**config.mk**
```make
export PLATFORM = sky130hd
export DESIGN_NAME = ps2_key_sequencer
export DESIGN_NICKNAME = d
export VERILOG_FILES = /design/src/rtl/ps2_key_sequencer.sv
export SDC_FILE = /design/constraint.sdc
export NUM_CORES = 1
export LEC_CHECK = 0
export ABC_AREA = 1
export BUFFER_PORTS_ARGS = -buffer_cell sky130_fd_sc_hd__buf_2
export CAP_MARGIN = 5
export CORE_AREA = 10 10 118 77
export CTS_CLUSTER_DIAMETER = 80
export DETAILED_ROUTE_END_ITERATION = 8
export DIE_AREA = 0 0 128 87
export GPL_TIMING_DRIVEN = 1
export PLACE_DENSITY = 0.47
export SLEW_MARGIN = 20
export SYNTH_ARGS = -nofsm -noshare
export SYNTH_HDL_FRONTEND = slang
export SYNTH_SLANG_ARGS = --single-unit
```
**constraint.sdc**
```tcl
create_clock -name clk -period 1.85 [get_ports clk]
set_input_delay 0.0925 -clock clk [delete_from_list [all_inputs] [get_ports clk]]
set_output_delay 0.0925 -clock clk [all_outputs]
set_load 0.01 [all_outputs]
```
**src/rtl/ps2_key_sequencer.sv**
```systemverilog
// ps2_key_sequencer
// Drains the PS/2 scan-code FIFO one byte every three clocks through the
// ready/nextdata_n handshake. It strips E0/F0 prefixes, reports press and
// release events, flags typematic repeats of the held key, counts completed
// keystrokes and keeps a sticky record of FIFO overflow.

module ps2_key_sequencer #(
   parameter int CNT_W = 8
) (
   input  logic             clk,
   input  logic             clrn,
   input  logic             ready,
   input  logic [7:0]       data,
   input  logic             overflow,
   output logic             nextdata_n,
   output logic             key_valid,
   output logic [7:0]       key_code,
   output logic             key_ext,
   output logic             key_make,
   output logic             key_repeat,
   output logic             key_down,
   output logic [CNT_W-1:0] press_count,
   output logic             ovf_err
);

   // IDLE waits for a byte, POP strobes the FIFO and decodes, GAP lets the
   // FIFO read pointer settle before ready is trusted again.
   typedef enum logic [1:0] {
      S_IDLE = 2'd0,
      S_POP  = 2'd1,
      S_GAP  = 2'd2
   } state_e;

   localparam logic [7:0] PFX_EXT = 8'hE0;
   localparam logic [7:0] PFX_BRK = 8'hF0;

   state_e           state_q,       state_d;
   logic [7:0]       byte_q,        byte_d;
   logic             nextdata_n_q,  nextdata_n_d;

   logic             ext_p_q,       ext_p_d;
   logic             brk_p_q,       brk_p_d;
   logic             held_ext_q,    held_ext_d;
   logic [7:0]       held_code_q,   held_code_d;

   logic             key_valid_q,   key_valid_d;
   logic [7:0]       key_code_q,    key_code_d;
   logic             key_ext_q,     key_ext_d;
   logic             key_make_q,    key_make_d;
   logic             key_repeat_q,  key_repeat_d;
   logic             key_down_q,    key_down_d;
   logic [CNT_W-1:0] press_count_q, press_count_d;
   logic             ovf_err_q,     ovf_err_d;

   logic             held_match;

   // The byte being decoded, with its pending E0 context, names the held key.
   assign held_match = ({ext_p_q, byte_q} == {held_ext_q, held_code_q});

   // Handshake sequencing: latch the FIFO head, pop exactly once, then wait.
   always_comb begin
      // NOTE: every variable written here gets a default first, so no path
      // can leave it unassigned and infer a latch.
      state_d      = state_q;
      byte_d       = byte_q;
      nextdata_n_d = 1'b1;
      unique case (state_q)
         S_IDLE: begin
            if (ready) begin
               byte_d       = data;
               state_d      = S_POP;
               nextdata_n_d = 1'b0;
            end
         end
         S_POP:   state_d = S_GAP;
         S_GAP:   state_d = S_IDLE;
         default: state_d = S_IDLE;
      endcase
   end

   // Byte decode in POP, plus the overflow override of prefix context.
   always_comb begin
      ext_p_d       = ext_p_q;
      brk_p_d       = brk_p_q;
      held_ext_d    = held_ext_q;
      held_code_d   = held_code_q;
      key_valid_d   = 1'b0;
      key_code_d    = key_code_q;
      key_ext_d     = key_ext_q;
      key_make_d    = key_make_q;
      key_repeat_d  = key_repeat_q;
      key_down_d    = key_down_q;
      press_count_d = press_count_q;
      ovf_err_d     = ovf_err_q;

      if (state_q == S_POP) begin
         if (byte_q == PFX_EXT) begin
            ext_p_d = 1'b1;
         end else if (byte_q == PFX_BRK) begin
            brk_p_d = 1'b1;
         end else begin
            key_valid_d = 1'b1;
            key_code_d  = byte_q;
            key_ext_d   = ext_p_q;
            ext_p_d     = 1'b0;
            brk_p_d     = 1'b0;
            if (!brk_p_q) begin
               // Press: a repeat only if the very same key is still down.
               key_make_d   = 1'b1;
               key_repeat_d = key_down_q && held_match;
               held_ext_d   = ext_p_q;
               held_code_d  = byte_q;
               key_down_d   = 1'b1;
            end else begin
               // Release: a rolled-over key leaves the newer held key down,
               // but every release still completes a keystroke.
               key_make_d    = 1'b0;
               key_repeat_d  = 1'b0;
               press_count_d = press_count_q + CNT_W'(1);
               if (held_match) begin
                  key_down_d = 1'b0;
               end
            end
         end
      end

      // A lost byte may have been a prefix, so the context can't be trusted.
      if (overflow) begin
         ovf_err_d = 1'b1;
         ext_p_d   = 1'b0;
         brk_p_d   = 1'b0;
      end
   end

   // State and handshake registers.
   always_ff @(posedge clk or negedge clrn) begin
      // NOTE: sequential state uses non-blocking assignments so every flop
      // samples pre-edge values regardless of statement order.
      if (!clrn) begin
         state_q      <= S_IDLE;
         byte_q       <= 8'h00;
         nextdata_n_q <= 1'b1;
      end else begin
         state_q      <= state_d;
         byte_q       <= byte_d;
         nextdata_n_q <= nextdata_n_d;
      end
   end

   // Prefix context, held key and event output registers.
   always_ff @(posedge clk or negedge clrn) begin
      if (!clrn) begin
         ext_p_q       <= 1'b0;
         brk_p_q       <= 1'b0;
         held_ext_q    <= 1'b0;
         held_code_q   <= 8'h00;
         key_valid_q   <= 1'b0;
         key_code_q    <= 8'h00;
         key_ext_q     <= 1'b0;
         key_make_q    <= 1'b0;
         key_repeat_q  <= 1'b0;
         key_down_q    <= 1'b0;
         press_count_q <= '0;
         ovf_err_q     <= 1'b0;
      end else begin
         ext_p_q       <= ext_p_d;
         brk_p_q       <= brk_p_d;
         held_ext_q    <= held_ext_d;
         held_code_q   <= held_code_d;
         key_valid_q   <= key_valid_d;
         key_code_q    <= key_code_d;
         key_ext_q     <= key_ext_d;
         key_make_q    <= key_make_d;
         key_repeat_q  <= key_repeat_d;
         key_down_q    <= key_down_d;
         press_count_q <= press_count_d;
         ovf_err_q     <= ovf_err_d;
      end
   end

   assign nextdata_n  = nextdata_n_q;
   assign key_valid   = key_valid_q;
   assign key_code    = key_code_q;
   assign key_ext     = key_ext_q;
   assign key_make    = key_make_q;
   assign key_repeat  = key_repeat_q;
   assign key_down    = key_down_q;
   assign press_count = press_count_q;
   assign ovf_err     = ovf_err_q;

endmodule

```
==> summary.md <==
| Metric | Value |
|---|---|
| Fill cell count | 743 |
| Post-cts sizing count | 0 |
| CP Capture Type | flop |
| Area leader, netlist | dfrtp_1 |
| DR iter-0 viols | 131 |
| Post-synth EDFFs | 0 |
| FP Rows | 24 |
| Layout cells sized above 1 | 0.309 |
| Antenna-violating nets left | 0 |
| Slew Limit Fails | 0 |
| Post-synth ARST share | 1.00 |
| Number of global-route vias before repair | 1530 |
| Detailed Route WL | 4.78 mm |
| HPWL after detailed placement | 3.58 mm |
| Setup TNS | 0 ns |
| Post-synthesis sequential area ratio | 0.539 |
| Fin crit share | 0.813 |
| Cells after Synth | 219 |
| ANT cells | 0 |
| Adder-cell share of the synthesized area | 0.00612 |
| WL met3 | 291 microns |
| Seq cells post-synth | 44 |
| Core area | 7030 sq um |
| Remaining DRCs | 0 |
| Routed WL per cell | 13.7 microns |
| Cell variety after synth | 28 |
| Avg Inst Size Synth | 9.34 sq um |
| I/O pin count | 35 |
| Seq. cell area | 1100 sq um |
| Fmax | 665 MHz |
| CTS max path bufs | 2 |
| Post-route insts no fill | 350 |
| Synth top area cells | dfrtp_1 53%, nand2_1 11%, o21ai_0 4.7% |
| Final WS setup | 0.346 ns |
| DIE AREA | 11100 sq um |
| Most common flop cell mapped by yosys | dfrtp_1 |
| Metal2 WL | 1.83 mm |
| Synth cell count leaders | 60 x nand2_1, 43 x dfrtp_1, 19 x o21ai_0 |
| Postcts setup bufs | 0 |
| Largest net degree at the start of global routing | 26 |
| Root Buffer Master | clkbuf_16 |
| Starting Density | 0.291 |
| Vias/cell | 4.35 |
| Outcome | finished clean |
| Most numerous cell in the Yosys netlist | nand2_1 |
| Place WS | 0.335 ns |
| Clk_lat worst skew | 0.28 ns |
| CTS tree | yes |
| Port Buffers | 34 |
| Worst slew margin | 0.658 |
| Largest family of logic cells by synthesized area | simple AND/OR/NAND/NOR gates |
| Peak VDD IR | 0.000510 V |
| Yosys warning total | 0 |
| Post-Route M1 WL | 2.62 mm |
| Worst EP arrival | 1.67 ns |
| Synthesized area | 2040 sq um |
| Pwr dens | 1290 nW/um^2 |
| H-tree Lvls | 2 |
| Measured slew at the worst slew-check pin | 0.514 ns |
| Cell Count Post-Placement | 341 |
| Syn nets | 232 |
| Share of the synthesized area in the top cell type | 0.526 |
| Hold Fails Final Rpt | 0 |
| Synth Area in Compound Gates | 0.0967 |
| Area growth syn-to-layout | 23.1% |
| Simple-gate area share of the yosys netlist | 0.241 |
| Critical path required time | 2.01 ns |
| First-pass GRT wire length | 8.11 mm |
| TritonCTS Buffers | 5 |
| Multi-input gate area | 798 sq um |
| # Max-Cap Violations | 0 |
| Routability congestion estimate | 0.771 |
| RSZ-0062 raised after global routing | false |
| Setup Crit Path Kind | flop to flop |
| Top sig layer | met4 |
| Dpl cell area | 2310 sq um |
| Minimum clock period | 1.50 ns |
| CP Launch Type | flop |
| Final #Nets | 272 |
| CTS sink count | 44 |
| Post-synthesis xor/xnor area fraction | 0.0471 |
| Vias | 1524 |
| Initial antenna violation count | 0 |
| Overflow after GRT | 0 |
| Layout Skew | 0.00484 ns |
| Crit-path max FO | 10 |
| Die X | 128 microns |
| GRT Total Usage | 0.0922 |
| Die Height | 87 microns |
| Final setup violation count | 0 |
| DRT Pass-1 Iters | 4 |
| Post-synthesis mux area share | 0 |
| Final Cell Area | 2520 sq um |
| P_leak | 1.25 nW |
| Worst Hold Class | input port to flop |
| Reg clk slew, reported paths | 0.06 ns |
[registers in the layout, indices dropped and copies added (netlist names), 2 cells and up]
name	count
byte_q	8
held_code_q	8
key_code	8
press_count	8
state_q	2
[worst paths after layout]
| kind | end | startpoint | cells past startpoint | slack, ns |
|---|---|---|---|---|
| max | held_code_q[4]$_DFFE_PN0P_ | byte_q[0]$_DFFE_PN0P_ | 7 | 0.35 |
| min | byte_q[2]$_DFFE_PN0P_ | data[2] | 3 | 0.01 |
| max reg2reg | held_code_q[4]$_DFFE_PN0P_ | byte_q[0]$_DFFE_PN0P_ | 7 | 0.35 |
| min reg2reg | ovf_err$_DFFE_PN0P_ | ovf_err$_DFFE_PN0P_ | 1 | 0.46 |
| max in group asynchronous | held_code_q[5]$_DFFE_PN0P_ | clrn | 3 | 1.03 |
| min in group asynchronous | held_code_q[0]$_DFFE_PN0P_ | clrn | 2 | 0.31 |
[where the power goes]
group	switching, mW	leakage, nW	internal, mW
clock	0.361	0.0899	0.766
sequential	0.160	0.560	1.18
combinational	0.465	0.602	0.310
[cell families after synthesis]
family                     Yosys count
buffers and inverters               29
DFF                                 44
xor gates and xnor gates            11
and+or+nand+nor                    102
adders and majority gates            1
AOI/OAI and AO/OA                   32
[final cells by class]
| class | instances | area share |
|---|---|---|
| sequential | 44 | 0.438 |
| tap | 91 | 0.0453 |
| timing repair buffer | 39 | 0.0895 |
| clock inverter | 2 | 0.0239 |
| clock buffer | 5 | 0.0497 |
| multi-input combinational | 146 | 0.317 |
| inverter | 23 | 0.0363 |
[through the flow]
stage	total power, mW	utilization	hold slack, ns
floorplan	1.88	-	-0.203
global placement	2.15	0.329	0.0992
detailed placement	2.14	0.329	0.0952
CTS	3.29	0.358	0.0110
global route	3.47	0.358	0.0237
finish	3.24	0.358	0.0145
[critical path: stages (launching register included)]
cell     delay (ns)
dfrtp_1        0.40
inv_2          0.13
nand2_1        0.08
nor2_2         0.18
nand2_4        0.08
nand3_1        0.22
buf_4          0.21
o21ai_0        0.09
[placed cells by master (no fill, tap or decap), drive strengths merged, types with 2 or more instances in the layout]
cell type / n
xnor2: 10
buf: 37
nand4: 5
inv: 22
dfrtp: 43
bufinv: 2
nand2: 74
nor2: 10
o21ai: 31
dlygate4sd3: 2
clkbuf: 5
nand3: 11
[routing by layer]
layer	vias to the layer above	global-route usage
li1	773	-
met1	713	0.137
met2	33	0.115
met3	5	0.0347
met4	0	0.0326
met5	-	0
[repair_timing]
item,CTS,global route
hold endpoints to repair,19,0
setup endpoints to repair,0,0
hold buffers,2,0
Note: power is estimated with default switching activity, not from simulation.
